## config.mk

```make
export PLATFORM = sky130hd
export DESIGN_NAME = id_ex_stage
export DESIGN_NICKNAME = d
export VERILOG_FILES = /design/src/rtl/id_ex_stage.sv
export SDC_FILE = /design/constraint.sdc
export NUM_CORES = 1
export LEC_CHECK = 0
export BUFFER_PORTS_ARGS = -buffer_cell sky130_fd_sc_hd__buf_2
export CELL_PAD_IN_SITES_DETAIL_PLACEMENT = 2
export CELL_PAD_IN_SITES_GLOBAL_PLACEMENT = 2
export CORE_AREA = 3 3 149 151
export CTS_CLUSTER_SIZE = 25
export DETAILED_ROUTE_END_ITERATION = 8
export DIE_AREA = 0 0 152 154
export PLACE_DENSITY = 0.82
export SYNTH_ARGS = -nofsm -noshare
export SYNTH_HDL_FRONTEND = slang
export SYNTH_SLANG_ARGS = --single-unit
export TNS_END_PERCENT = 5
```

## constraint.sdc

```tcl
create_clock -name clk -period 2.16 [get_ports clk]
set_input_delay 0.432 -clock clk [delete_from_list [all_inputs] [get_ports clk]]
set_output_delay 0.432 -clock clk [all_outputs]
set_load 0.005 [all_outputs]
```

## src/rtl/id_ex_stage.sv

```systemverilog
// ID/EX pipeline register for the 5-stage MIPS datapath.
// Inserts a one-cycle bubble on load-use hazards, honours MEM-stage flush, counts stall cycles.
module id_ex_stage #(
  parameter int DATA_WIDTH = 32,
  parameter int REG_ADDR   = 5,
  parameter int CNT_WIDTH  = 16
) (
  input  logic                  clk,
  input  logic                  rst,
  input  logic [3:0]            ctlex_in,
  input  logic [2:0]            ctlm_in,
  input  logic [1:0]            ctlwb_in,
  input  logic [DATA_WIDTH-1:0] npc_in,
  input  logic [DATA_WIDTH-1:0] readdat1_in,
  input  logic [DATA_WIDTH-1:0] readdat2_in,
  input  logic [DATA_WIDTH-1:0] signext_in,
  input  logic [REG_ADDR-1:0]   rs_in,
  input  logic [REG_ADDR-1:0]   rt_in,
  input  logic [REG_ADDR-1:0]   rd_in,
  input  logic                  flush,
  output logic [3:0]            ex_out,
  output logic [2:0]            m_out,
  output logic [1:0]            wb_out,
  output logic [DATA_WIDTH-1:0] npc_out,
  output logic [DATA_WIDTH-1:0] readdat1_out,
  output logic [DATA_WIDTH-1:0] readdat2_out,
  output logic [DATA_WIDTH-1:0] signext_out,
  output logic [REG_ADDR-1:0]   rt_out,
  output logic [REG_ADDR-1:0]   rd_out,
  output logic                  valid_out,
  output logic                  stall,
  output logic [CNT_WIDTH-1:0]  stall_count
);

  logic [3:0]            r_ex;
  logic [2:0]            r_m;
  logic [1:0]            r_wb;
  logic [DATA_WIDTH-1:0] r_npc;
  logic [DATA_WIDTH-1:0] r_rd1;
  logic [DATA_WIDTH-1:0] r_rd2;
  logic [DATA_WIDTH-1:0] r_sext;
  logic [REG_ADDR-1:0]   r_rt;
  logic [REG_ADDR-1:0]   r_rd;
  logic                  r_valid;
  logic [CNT_WIDTH-1:0]  r_stall_cnt;

  logic w_hazard;
  logic w_stall;
  logic w_bubble;
  logic w_ctl_nz;
  logic w_cnt_sat;

  // Load in EX whose destination feeds the instruction in decode; $0 is never a dependency.
  always_comb begin
    w_hazard  = r_valid & r_m[1] & (r_rt != {REG_ADDR{1'b0}}) &
                ((r_rt == rs_in) | (r_rt == rt_in));
    w_stall   = w_hazard & ~flush & ~rst;
    w_bubble  = flush | w_hazard;
    w_ctl_nz  = |{ctlex_in, ctlm_in, ctlwb_in};
    w_cnt_sat = (r_stall_cnt == {CNT_WIDTH{1'b1}});
  end

  // Pipeline register: data always advances, controls are zeroed on flush or bubble.
  always_ff @(posedge clk) begin
    if (rst) begin
      r_ex        <= 4'b0000;
      r_m         <= 3'b000;
      r_wb        <= 2'b00;
      r_npc       <= {DATA_WIDTH{1'b0}};
      r_rd1       <= {DATA_WIDTH{1'b0}};
      r_rd2       <= {DATA_WIDTH{1'b0}};
      r_sext      <= {DATA_WIDTH{1'b0}};
      r_rt        <= {REG_ADDR{1'b0}};
      r_rd        <= {REG_ADDR{1'b0}};
      r_valid     <= 1'b0;
      r_stall_cnt <= {CNT_WIDTH{1'b0}};
    end else begin
      r_npc  <= npc_in;
      r_rd1  <= readdat1_in;
      r_rd2  <= readdat2_in;
      r_sext <= signext_in;
      r_rt   <= rt_in;
      r_rd   <= rd_in;
      if (w_bubble) begin
        r_ex    <= 4'b0000;
        r_m     <= 3'b000;
        r_wb    <= 2'b00;
        r_valid <= 1'b0;
      end else begin
        r_ex    <= ctlex_in;
        r_m     <= ctlm_in;
        r_wb    <= ctlwb_in;
        r_valid <= w_ctl_nz;
      end
      // Saturating: the counter stops at all-ones until the next reset.
      if (w_stall && !w_cnt_sat) begin
        r_stall_cnt <= r_stall_cnt + {{(CNT_WIDTH-1){1'b0}}, 1'b1};
      end else begin
        r_stall_cnt <= r_stall_cnt;
      end
    end
  end

  assign ex_out       = r_ex;
  assign m_out        = r_m;
  assign wb_out       = r_wb;
  assign npc_out      = r_npc;
  assign readdat1_out = r_rd1;
  assign readdat2_out = r_rd2;
  assign signext_out  = r_sext;
  assign rt_out       = r_rt;
  assign rd_out       = r_rd;
  assign valid_out    = r_valid;
  assign stall        = w_stall;
  assign stall_count  = r_stall_cnt;

endmodule

```

==> reports/qor.txt, run 1 <==
FINISH
-------------------------------------------------------------------------------------
Number of nets in the finished design                                             925
Most common library cell in the layout ignoring fill and taps            sky130_fd_sc_hd__buf_2
Synthesis-to-layout area growth                                                 51.5%
Filler cell count in the final layout                                           2,346
Highest-count cells in the layout ignoring fill and taps                 sky130_fd_sc_hd__buf_2, sky130_fd_sc_hd__dfxtp_1, sky130_fd_sc_hd__nor2b_1
Proportion of layout cells with a drive suffix above 1                          48.6%

WORST SETUP PATH
-------------------------------------------------------------------------------------
Slack of the worst reg-to-reg path                                            0.02 ns
Worst r2r src                                                            rt_out[1]$_SDFF_PP0_
Series of cell instances along the critical path                         or4_4, o211a_4, nand2_2, nor2_1, buf_2
Max FO, Critical Path                                                               4
Critical path launch point type                                                  flop
Worst R2R End                                                            stall_count[9]$_SDFFE_PP0P_
Arrival time of the worst setup path                                          1.82 ns
FF-to-FF path depth                                                                 7
Startpoint-to-endpoint class of the critical path                             reg2out
Slowest Stage Delay on Critical Path                                          0.55 ns
Required arrival time at the worst endpoint                                   1.73 ns
Crit end category                                                        primary output
Cell with the biggest individual delay on the critical path              sky130_fd_sc_hd__or4_4

SYNTH
-------------------------------------------------------------------------------------
Netlist area before placement                                                5040 µm²
Synth Flop Type                                                          sky130_fd_sc_hd__dfxtp_1
Post-Synthesis Cells                                                              439
Flops & latches, synth                                                            164
Area share of the largest cell type after synthesis                             65.1%
Net count after synthesis                                                         595
Number of flops mapped to enable cells by yosys                                     0
Top post-synthesis cells by area                                         sky130_fd_sc_hd__dfxtp_1, sky130_fd_sc_hd__nor2b_1, sky130_fd_sc_hd__xor2_1
Part of the Yosys area used for sequential elements                             65.1%
Yosys top cell by area                                                   sky130_fd_sc_hd__dfxtp_1
Yosys warns                                                                         0
Synth Area per Inst                                                          11.5 µm²
Async set-reset flop share out of synthesis                                        0%
Distinct cell type count after synthesis                                           41

CLOCK NETWORK
-------------------------------------------------------------------------------------
TritonCTS clock tree                                                             done
Clock-pin slew of the registers on the worst-case setup and hold paths        0.08 ns
TritonCTS Sinks                                                                   164
Clk Latency, worst-skew pair                                                  0.41 ns
Clock root buffer                                                        sky130_fd_sc_hd__clkbuf_16
Total CTS buffers                                                                  17
Clock buffer depth                                                                  2
H-tree Lvls                                                                         4

PLACED DESIGN
-------------------------------------------------------------------------------------
Final weighted congestion of routability-driven global placement                0.773
Pre-CTS setup slack                                                         0.0408 ns
Port Buffer Count                                                                 319
HPWL reported at the end of detailed placement                              13,200 µm

STA
-------------------------------------------------------------------------------------
Max-slew headroom                                                               46.8%
Worst-margin pin slew                                                        0.798 ns
Clock Skews                                                                 0.0128 ns
Final max-slew violation count                                                      0
Share of the clock period used by the worst path                                 104%
Total setup violations reported at the end of the flow                              1
Worst hold margin                                                            0.217 ns
Max Clock Freq                                                                445 MHz
Number of hold violations in the final report                                       0
Unrepaired setup endpoints after global routing                                   yes
Post-layout worst setup margin                                             -0.0884 ns
Minimum period implied by the final worst setup slack                         2.25 ns

HOLD PATH
-------------------------------------------------------------------------------------
Worst hold path depth                                                               2
Worst hold path type                                                           in2reg
Hold Path Sink                                                           readdat1_out[1]$_SDFF_PP0_
Hold_sp                                                                  readdat1_in[1]

FLOORPLANNING
-------------------------------------------------------------------------------------
# rows                                                                             53
Horizontal die dimension                                                       152 µm
Initial Util                                                                    24.1%
Ports placed on the boundary                                                      320
Vertical die dimension                                                         154 µm
Core Box Area                                                              21,000 µm²
Die area                                                                   23,400 µm²

ROUTING
-------------------------------------------------------------------------------------
Via-to-Cell Ratio                                                                4.15
Antenna-violating nets left                                                         0
TritonRoute pass-1 iters                                                            4
Initial DRC count                                                                 118
Via count of the routed design                                                  4,394
Final wirelength                                                            17,100 µm
Remaining routing DRC violations                                                    0
Routed length per instance                                                    16.1 µm

PWR
-------------------------------------------------------------------------------------
Max IR drop VDD                                                              0.417 mV
Power per cell area                                                        892 nW/µm²
Reported leakage power                                                        3.70 nW

GLOBAL ROUTE
-------------------------------------------------------------------------------------
Via count of the first global-routing pass                                      4,837
Largest net degree at the start of global routing                                 161
Overall track demand over capacity in global routing                            14.4%
Global-route wire length before repair                                      26,700 µm
GRT overflow                                                                        0
Number of antenna violations at the first check in global routing                   1

OUTCOME
-------------------------------------------------------------------------------------
Result of the run                                                        finished with violations
Violated checks                                                          negative setup slack

RUN
-------------------------------------------------------------------------------------
Maximum Capacitance Violations                                                      0

cells in the mapped netlist (all sizes together) (2+ instances only):
cell    instances
buf             5
clkbuf         15
nor2b         145
nor2           12
or3             2
nor3            6
mux2            7
dfxtp         164
and2            9
nand2           6
nand4           3
a21oi           8
inv             2
o21ai           2
nand3           7
nor4            4
o31ai           6
and3            2
o211ai          2
or4            10
nand2b          2
xor2           10
cells by family (layout without fill, tap and decap cells):
logic type,after synthesis,in the layout,synth area share [%]
xor+xnor,10,10,1.74
flops,164,164,65.1
other cells,0,1,0
compound gates,25,25,3.55
simple gates,210,210,25.6
buf+inv,22,365,2.18
fa+ha+maj,1,1,0.248
mux,7,7,1.56
area by class of cell:
class                   instances  area (µm²)  share of cell area, %
inverters                       2        7.51                 0.0983
clock buffers                  18         429                   5.62
flip-flops and latches        164        3290                   43.1
multi-input cells             253        1660                   21.7
diodes                          1        2.50                 0.0328
repair buffers                331        1710                   22.4
well taps                     275         344                   4.51
clock inverters                14         186                   2.44
state kept, by name, indices dropped and copies added, names as in the netlist, 4 cells and up:
register	flops
rt_out	5
ex_out	4
readdat2_out	32
stall_count	16
readdat1_out	32
npc_out	32
signext_out	32
rd_out	5
per-layer routing:
metal	GRT usage (%)	vias to the layer above	wire length (µm)	share of wire, %
met5	0	-	0	0
met4	4.24	0	276	1.6
met3	5.60	19	1300	7.6
met2	25.7	202	8720	51
met1	15.8	2085	6760	40
li1	-	2088	-	-
worst max-delay path: cells and delay by family, from the launching register on:
kind            cells  cell delay, ns
simple gates        3            0.65
flops               1            0.36
compound gates      1            0.25
buf+inv             1            0.13
worst max-delay path by stage:
stage / endpoint / slack [ns] / start / depth (start not counted)
4_1_cts: stall / -0.13 / rt_out[1]$_SDFF_PP0_ / 5
6_report: stall / -0.09 / rt_out[1]$_SDFF_PP0_ / 5
3_5_place_dp: stall_count[9]$_SDFFE_PP0P_ / 0.04 / rt_in[1] / 7
3_3_place_gp: stall_count[2]$_SDFFE_PP0P_ / 0.1 / rs_in[1] / 7
5_1_grt: stall / -0.15 / rt_out[1]$_SDFF_PP0_ / 5
2_1_floorplan: stall_count[7]$_SDFFE_PP0P_ / 0.15 / stall_count[0]$_SDFFE_PP0P_ / 7
where the power goes:
part	total [W]	internal, W	switching [W]
Clock	0.00309	0.00167	0.00142
Sequential	0.00321	0.00317	0.0000441
Combinational	0.000516	0.000285	0.000231
timing repair:
item,in CTS,in global routing
pin swaps,3,2
cloned,0,0
gates resized for setup,6,3
endpoints found under the setup margin,1,4
buffers inserted,1,2
hold buffers,0,0
through the flow:
step	cell area [µm²]	TNS (ns)	instances	utilization (%)	power (W)
finish	7640	-0.0884	1058	36.4	0.00682
detailed placement	6970	0	1022	33.3	0.00381
CTS	7610	-0.126	1055	36.3	0.00694
floorplan	5040	0	439	-	0.00346
global placement	6970	0	1022	33.3	0.00378
global route	7640	-0.285	1058	36.4	0.00715
(Power assumes the default switching activity.)
==> run 2: changes to the inputs <==
Settings changed: PLACE_DENSITY 0.82 to 0.79.
==> run 2 against run 1 <==
Net effect: hold slack better by 0.0013 ns; critical path depth unchanged; register-to-register slack better by 0.10 ns; final area up 0.31%; combinational power up 2%; global-route usage down 0.38 points; sequential power about the same; highest routed layer unchanged; wire length down 0.46%; total power down 0.85%; non-clock buffer count up 1; utilization up 0.11 points; die area unchanged; the flow still finishes with violations (negative setup slack).
==> reports/qor.txt, run 2 (synthesis results as in run 1) <==
ROUTING
-------------------------------------------------------------------------------------
Via count of the routed design                                                  4,370   -0.55%
Via-to-Cell Ratio                                                                4.12   -0.73%
Antenna-violating nets left                                                         0   unchanged
Remaining routing DRC violations                                                    0   unchanged
Routed length per instance                                                    16.0 µm   -0.65%
Final wirelength                                                            17,000 µm   -0.46%
TritonRoute pass-1 iters                                                            3   -1
Initial DRC count                                                                 131   +11%

WORST SETUP PATH
-------------------------------------------------------------------------------------
FF-to-FF path depth                                                                 6   -1
Max FO, Critical Path                                                               4   unchanged
Startpoint-to-endpoint class of the critical path                             reg2out
Required arrival time at the worst endpoint                                   1.73 ns   about the same
Worst r2r src                                                            stall_count[0]$_SDFFE_PP0P_
Worst R2R End                                                            stall_count[14]$_SDFFE_PP0P_
Capture point of the worst path                                                 stall
Slack of the worst reg-to-reg path                                            0.12 ns   +0.10 ns
Crit end category                                                        primary output
Arrival time of the worst setup path                                          1.80 ns   -0.02 ns
Critical path launch point                                               rt_out[1]$_SDFF_PP0_
Critical path launch point type                                                  flop

STA
-------------------------------------------------------------------------------------
Max Clock Freq                                                                448 MHz   +0.76%
Share of the clock period used by the worst path                                 103%   -0.78 points
Clock Skews                                                                 0.0158 ns   +0.00298 ns
Summed negative setup slack over all endpoints                             -0.0715 ns   +0.0169 ns
Max-slew headroom                                                               53.8%   +7.0 points
Number of hold violations in the final report                                       0   unchanged
Minimum period implied by the final worst setup slack                         2.23 ns   -0.0169 ns
Worst hold margin                                                            0.218 ns   +0.00129 ns
Worst-margin pin slew                                                        0.693 ns   -0.105 ns
Final max-slew violation count                                                      0   unchanged
Total setup violations reported at the end of the flow                              1   unchanged
Post-layout worst setup margin                                             -0.0715 ns   +0.0169 ns
Unrepaired setup endpoints after global routing                                   yes

OUTCOME
-------------------------------------------------------------------------------------
Result of the run                                                        finished with violations
Violated checks                                                          negative setup slack

FINISH
-------------------------------------------------------------------------------------
FF+latch area                                                                3290 µm²   about the same
Multi-input combinational cell area                                          1690 µm²   +2.0%
Most common library cell in the layout ignoring fill and taps            sky130_fd_sc_hd__buf_2
Proportion of layout cells with a drive suffix above 1                          49.4%   +0.83 points
Post-route non-filler standard cell count                                       1,060   +0.19%
Post-route standard cell area excluding fillers                              7660 µm²   +0.31%
Filler cell count in the final layout                                           2,366   +0.85%
Synthesis-to-layout area growth                                                 52.0%
Number of nets in the finished design                                             926   +0.11%
Highest-count cells in the layout ignoring fill and taps                 sky130_fd_sc_hd__buf_2, sky130_fd_sc_hd__dfxtp_1, sky130_fd_sc_hd__nor2b_1

RUN
-------------------------------------------------------------------------------------
Maximum Capacitance Violations                                                      0   unchanged

GLOBAL ROUTE
-------------------------------------------------------------------------------------
Number of antenna violations at the first check in global routing                   2   +1
GRT overflow                                                                        0   unchanged
Global-route wire length before repair                                      26,000 µm   -2.7%
Overall track demand over capacity in global routing                            14.0%   -0.38 points
Via count of the first global-routing pass                                      4,749   -1.8%
Largest net degree at the start of global routing                                 161   unchanged

CLOCK NETWORK
-------------------------------------------------------------------------------------
TritonCTS Sinks                                                                   164   unchanged
H-tree Lvls                                                                         4   unchanged
Clock buffer depth                                                                  2   unchanged
Clock-pin slew of the registers on the worst-case setup and hold paths        0.08 ns   about the same
Clk Latency, worst-skew pair                                                  0.42 ns   about the same
Total CTS buffers                                                                  17   unchanged
TritonCTS clock tree                                                             done
Clock root buffer                                                        sky130_fd_sc_hd__clkbuf_16

FLOORPLANNING
-------------------------------------------------------------------------------------
Ports placed on the boundary                                                      320   unchanged
Die area                                                                   23,400 µm²   unchanged
Vertical die dimension                                                         154 µm   unchanged
# rows                                                                             53   unchanged
Initial Util                                                                    24.1%   unchanged
Core Box Area                                                              21,000 µm²   unchanged
Horizontal die dimension                                                       152 µm   unchanged

PWR
-------------------------------------------------------------------------------------
Max IR drop VDD                                                              0.459 mV   +10%
Power per cell area                                                        882 nW/µm²   -1.2%
Power Total                                                                 0.00676 W   -0.85%
Reported leakage power                                                        3.69 nW   -0.22%

PLACED DESIGN
-------------------------------------------------------------------------------------
HPWL reported at the end of detailed placement                              13,000 µm   -0.88%
Final weighted congestion of routability-driven global placement                0.794   +2.6%
Placed cell count                                                               1,022   unchanged
Port Buffer Count                                                                 319   unchanged
Cell area after placement                                                    6960 µm²   -0.18%

HOLD PATH
-------------------------------------------------------------------------------------
Worst hold path type                                                           in2reg

-- run 2: worst min-delay path by stage --
stage / start / to / slack, ns / cells after the start
3_5_place_dp: stall_count[14]$_SDFFE_PP0P_ / stall_count[14]$_SDFFE_PP0P_ / 0.49 / 2
6_report: readdat1_in[29] / readdat1_out[29]$_SDFF_PP0_ / 0.22 / 2
5_1_grt: readdat1_in[29] / readdat1_out[29]$_SDFF_PP0_ / 0.20 / 2
4_1_cts: readdat2_in[3] / readdat2_out[3]$_SDFF_PP0_ / 0.19 / 2
3_3_place_gp: stall_count[14]$_SDFFE_PP0P_ / stall_count[14]$_SDFFE_PP0P_ / 0.49 / 2
2_1_floorplan: stall_count[11]$_SDFFE_PP0P_ / stall_count[11]$_SDFFE_PP0P_ / 0.47 / 2
-- run 2: layer usage --
layer	global-route usage, %	vias to the layer above	wire [µm]
li1	-	2086	-
met1	15.7	2081	6950
met2	25.0	184	8640
met3	5.01	19	1140
met4	3.94	0	243
met5	0	-	0
-- run 2: per-stage QoR --
stage | utilization, % | setup slack [ns]
final | 36.6 | -0.0715
after global routing | 36.6 | -0.139
after CTS | 36.3 | -0.126
after detailed placement | 33.2 | 0.0488
after global placement | 33.2 | 0.0703
after floorplan | - | 0.153
-- run 2: area by class of cell --
type	instances	share of cell area, %
antenna	2	0.0653
clock buffer	18	5.73
clock inverter	14	2.11
inverter	2	0.0980
multi-input combinational	253	22.1
sequential	164	43.0
tap	275	4.49
timing repair buffer	332	22.4
-- run 2: repair_timing --
action | in CTS | in global routing
buffers inserted | 2 | 2
resized for setup | 11 | 7
hold buffers | 0 | 0
endpoints found under the setup margin | 1 | 9
hold endpoints to repair | 0 | 0
pin swaps | 4 | 5
gates cloned | 0 | 0
-- run 2: where the power goes --
group	switching (W)	internal, W
combinational	0.000238	0.000288
clock	0.00144	0.00159
sequential	0.0000395	0.00317
-- run 2: worst max-delay path, cell delays in order (launching register included) --
cell,delay [ns]
sky130_fd_sc_hd__dfxtp_4,0.36
sky130_fd_sc_hd__or4_4,0.55
sky130_fd_sc_hd__o211a_4,0.26
sky130_fd_sc_hd__nand2_4,0.07
sky130_fd_sc_hd__nor2_2,0.04
sky130_fd_sc_hd__buf_2,0.11
==> run 3: changes to the inputs <==
Settings changed: ABC_AREA set to 1, CORE_AREA 3 3 149 151 to 3 3 160 162, DIE_AREA 0 0 152 154 to 0 0 163 165, PLACE_DENSITY 0.79 to 0.78.
==> run 3 against run 2 <==
Net effect: the run now ends clean; sequential share of layout area decreased by 1.6 points; final cell count rose by 25%; fmax increased by 11%; first-iteration DRC count fell by 25%; non-clock buffer count decreased by 8; critical path depth grew 3.
==> reports/qor.txt, run 3 <==
SYNTH
-------------------------------------------------------------------------------------
Part of the Yosys area used for sequential elements                             62.0%   -3.2 points
Netlist area before placement                                                5300 µm²   +5.1%
Top post-synthesis cells by area                                         sky130_fd_sc_hd__dfxtp_1, sky130_fd_sc_hd__nor2_1, sky130_fd_sc_hd__inv_1
Number of flops mapped to enable cells by yosys                                     0   unchanged
Most numerous cell types in the synthesized netlist                      sky130_fd_sc_hd__nor2_1, sky130_fd_sc_hd__inv_1, sky130_fd_sc_hd__dfxtp_1
Distinct cell type count after synthesis                                           26   -37%
Area share of the largest cell type after synthesis                             62.0%   -3.2 points
Synth Flop Type                                                          sky130_fd_sc_hd__dfxtp_1
Synth Area per Inst                                                          8.05 µm²   -30%
Net count after synthesis                                                         814   +37%
Yosys top cell by area                                                   sky130_fd_sc_hd__dfxtp_1
Async set-reset flop share out of synthesis                                        0%   unchanged
Flops & latches, synth                                                            164   unchanged
Yosys warns                                                                         0   unchanged
Post-Synthesis Cells                                                              658   +50%
Most repeated cell in the gate-level netlist after synthesis             sky130_fd_sc_hd__nor2_1

CLOCK NETWORK
-------------------------------------------------------------------------------------
Clock buffer depth                                                                  2   unchanged
Clock root buffer                                                        sky130_fd_sc_hd__clkbuf_16
H-tree Lvls                                                                         4   unchanged
TritonCTS Sinks                                                                   164   unchanged
Clock-pin slew of the registers on the worst-case setup and hold paths        0.08 ns   about the same
TritonCTS clock tree                                                             done
Total CTS buffers                                                                  17   unchanged
Clk Latency, worst-skew pair                                                  0.42 ns   about the same

WORST SETUP PATH
-------------------------------------------------------------------------------------
Worst r2r src                                                            stall_count[1]$_SDFFE_PP0P_
Critical path launch point type                                                  flop
Series of cell instances along the critical path                         nor2_1, nor2_1, nor2_1, nand3_1, nand2_2, nand3_4, clkinv_1, buf_2
Crit end category                                                        primary output
FF-to-FF path depth                                                                 8   +2
Required arrival time at the worst endpoint                                   1.73 ns   about the same
Arrival time of the worst setup path                                          1.58 ns   -0.22 ns
Cell with the biggest individual delay on the critical path              sky130_fd_sc_hd__dfxtp_4
Startpoint-to-endpoint class of the critical path                             reg2out
Slowest Stage Delay on Critical Path                                          0.37 ns   -0.18 ns
Top cell by count, worst path                                            sky130_fd_sc_hd__nor2_1
Worst R2R End                                                            stall_count[8]$_SDFFE_PP0P_
Slack of the worst reg-to-reg path                                            0.43 ns   +0.31 ns
Max FO, Critical Path                                                               6   +2

PWR
-------------------------------------------------------------------------------------
Power per cell area                                                        871 nW/µm²   -1.3%
Sequential power share                                                          46.3%   -1.1 points
Sw power                                                                    0.00180 W   +4.9%
Max IR drop VDD                                                              0.349 mV   -24%
Clock power share                                                               45.8%   +1.0 points
Switching share of power                                                        26.0%   +0.63 points
Reported leakage power                                                        4.56 nW   +24%
Cell internal pwr                                                           0.00512 W   +1.5%
Share of total power in combinational logic                                      7.8%   about the same

RUN
-------------------------------------------------------------------------------------
Maximum Capacitance Violations                                                      0   unchanged

GLOBAL ROUTE
-------------------------------------------------------------------------------------
Global-route wire length before repair                                      28,500 µm   +9.5%
Via count of the first global-routing pass                                      5,578   +17%
Largest net degree at the start of global routing                                 123   -24%
Overall track demand over capacity in global routing                            13.4%   -0.54 points
Number of antenna violations at the first check in global routing                   3   +1
GRT overflow                                                                        0   unchanged

ROUTING
-------------------------------------------------------------------------------------
Final wirelength                                                            18,300 µm   +7.8%
TritonRoute pass-1 iters                                                            4   +1
Via count of the routed design                                                  5,167   +18%
Remaining routing DRC violations                                                    0   unchanged
Antenna-violating nets left                                                         0   unchanged
Routed length per instance                                                    13.8 µm   -14%
Initial DRC count                                                                  98   -25%
Via-to-Cell Ratio                                                                3.90   -5.3%

FLOORPLANNING
-------------------------------------------------------------------------------------
Die area                                                                   26,900 µm²   +15%
Horizontal die dimension                                                       163 µm   +7.2%
# rows                                                                             57   +7.5%
Ports placed on the boundary                                                      320   unchanged
Vertical die dimension                                                         165 µm   +7.1%
Core Box Area                                                              24,200 µm²   +16%
Initial Util                                                                    21.8%   -2.2 points

FINISH
-------------------------------------------------------------------------------------
Post-route non-filler standard cell count                                       1,324   +25%
Synthesis-to-layout area growth                                                 50.0%
Number of nets in the finished design                                           1,140   +23%
Most common library cell in the layout ignoring fill and taps            sky130_fd_sc_hd__buf_2
Final core area utilization                                                     32.8%   -3.8 points
Highest-count cells in the layout ignoring fill and taps                 sky130_fd_sc_hd__buf_2, sky130_fd_sc_hd__nor2_1, sky130_fd_sc_hd__inv_1
Post-route standard cell area excluding fillers                              7950 µm²   +3.7%
Proportion of layout cells with a drive suffix above 1                          38.2%   -11 points

HOLD PATH
-------------------------------------------------------------------------------------
Hold Path Sink                                                           npc_out[22]$_SDFF_PP0_
Worst hold path type                                                           in2reg
Hold_sp                                                                    npc_in[22]
Worst hold path depth                                                               3   +1

STA
-------------------------------------------------------------------------------------
Share of the clock period used by the worst path                                93.0%   -10 points
Total setup violations reported at the end of the flow                              0   -1
Minimum period implied by the final worst setup slack                         2.01 ns   -0.223 ns
Max-slew headroom                                                               59.3%   +5.5 points
Summed negative setup slack over all endpoints                                   0 ns   +0.0715 ns
Number of hold violations in the final report                                       0   unchanged
Final max-slew violation count                                                      0   unchanged
Worst-margin pin slew                                                        0.611 ns   -0.0827 ns
Max Clock Freq                                                                498 MHz   +11%
Unrepaired setup endpoints after global routing                                    no
Clock Skews                                                                 0.0219 ns   +0.00618 ns

PLACED DESIGN
-------------------------------------------------------------------------------------
Port Buffer Count                                                                 319   unchanged
Placed cell count                                                               1,288   +26%
Final weighted congestion of routability-driven global placement                0.742   -6.5%
Cell area after placement                                                    7270 µm²   +4.5%
HPWL reported at the end of detailed placement                              14,600 µm   +12%

OUTCOME
-------------------------------------------------------------------------------------
Result of the run                                                           completed

[run 3: cell count changes after synthesis, sizes merged, moves of 7 or more]
| cell | previous run | this run |
|---|---|---|
| mux2 | 7 | 0 |
| inv | 2 | 170 |
| nor2b | 145 | 0 |
| or4 | 10 | 0 |
| nand2 | 6 | 67 |
| and2 | 9 | 0 |
| nor2 | 12 | 204 |
| xor2 | 10 | 1 |
[run 3: how the worst max path moves through the flow]
stage | startpoint | to | slack [ns] | cells past startpoint
final | rt_out[0]$_SDFF_PP0_ | stall | 0.15 | 8
after global routing | rt_out[0]$_SDFF_PP0_ | stall | 0.002 | 8
after CTS | rt_out[3]$_SDFF_PP0_ | stall | 0.01 | 9
after detailed placement | rt_in[3] | stall_count[9]$_SDFFE_PP0P_ | 0.35 | 13
after global placement | rt_in[3] | stall | 0.38 | 10
after floorplan | rt_in[3] | stall | 0.59 | 9
[run 3: worst max-delay path: cells and delay by family (launching register included)]
| kind | cells | cell delay (ns) |
|---|---|---|
| flip-flops | 1 | 0.37 |
| AND/OR/NAND/NOR | 6 | 0.61 |
| buffers and inverters | 2 | 0.17 |
[run 3: kinds of logic (layout without fill, tap and decap cells)]
family | Yosys count | after routing | synth area share [%]
AOI/OAI and AO/OA | 6 | 6 | 0.661
xor gates and xnor gates | 3 | 3 | 0.496
adders and majority gates | 1 | 1 | 0.236
buffers and inverters | 188 | 527 | 13.5
DFF | 164 | 164 | 62.0
other | 0 | 3 | 0
and+or+nand+nor | 296 | 296 | 23.2
[run 3: through the flow]
step / power (W) / setup slack, ns / hold WS (ns)
floorplan: 0.00347 / 0.591 / 0.505
global placement: 0.00380 / 0.381 / 0.512
detailed placement: 0.00384 / 0.352 / 0.529
CTS: 0.00707 / 0.0120 / 0.181
global route: 0.00729 / 0.00247 / 0.186
finish: 0.00692 / 0.152 / 0.205
[run 3: metal layers]
metal	GRT usage, %	up-vias	wire (µm)
li1	-	2507	-
met1	13.9	2442	6860
met2	23.7	197	9210
met3	6.80	21	1860
met4	4.38	0	366
met5	0	-	0
[run 3: area by class of cell]
cell class,count,area (µm²)
Antenna cell,3,7.51
Clock buffer,17,425
Clock inverter,15,210
Fill cell,2881,16300
Inverter,171,642
Multi-Input combinational cell,306,1310
Sequential cell,164,3290
Tap cell,324,405
Timing Repair Buffer,324,1650
[run 3: timing repair]
| item | CTS | global route |
|---|---|---|
| hold endpoints to repair | 0 | 0 |
| hold buffers | 0 | 0 |
| setup buffers | 0 | 1 |
| pin swaps | 0 | 1 |
| gates resized for setup | 1 | 8 |
| endpoints found under the setup margin | 1 | 1 |
[run 3: power groups by stage]
stage / Sequential (W) / Combinational [W] / Clock (W)
floorplan: 0.00330 / 0.000171 / 0
detailed placement: 0.00328 / 0.000558 / 0
global placement: 0.00327 / 0.000534 / 0
global route: 0.00322 / 0.000624 / 0.00345
finish: 0.00320 / 0.000543 / 0.00317
CTS: 0.00321 / 0.000560 / 0.00330
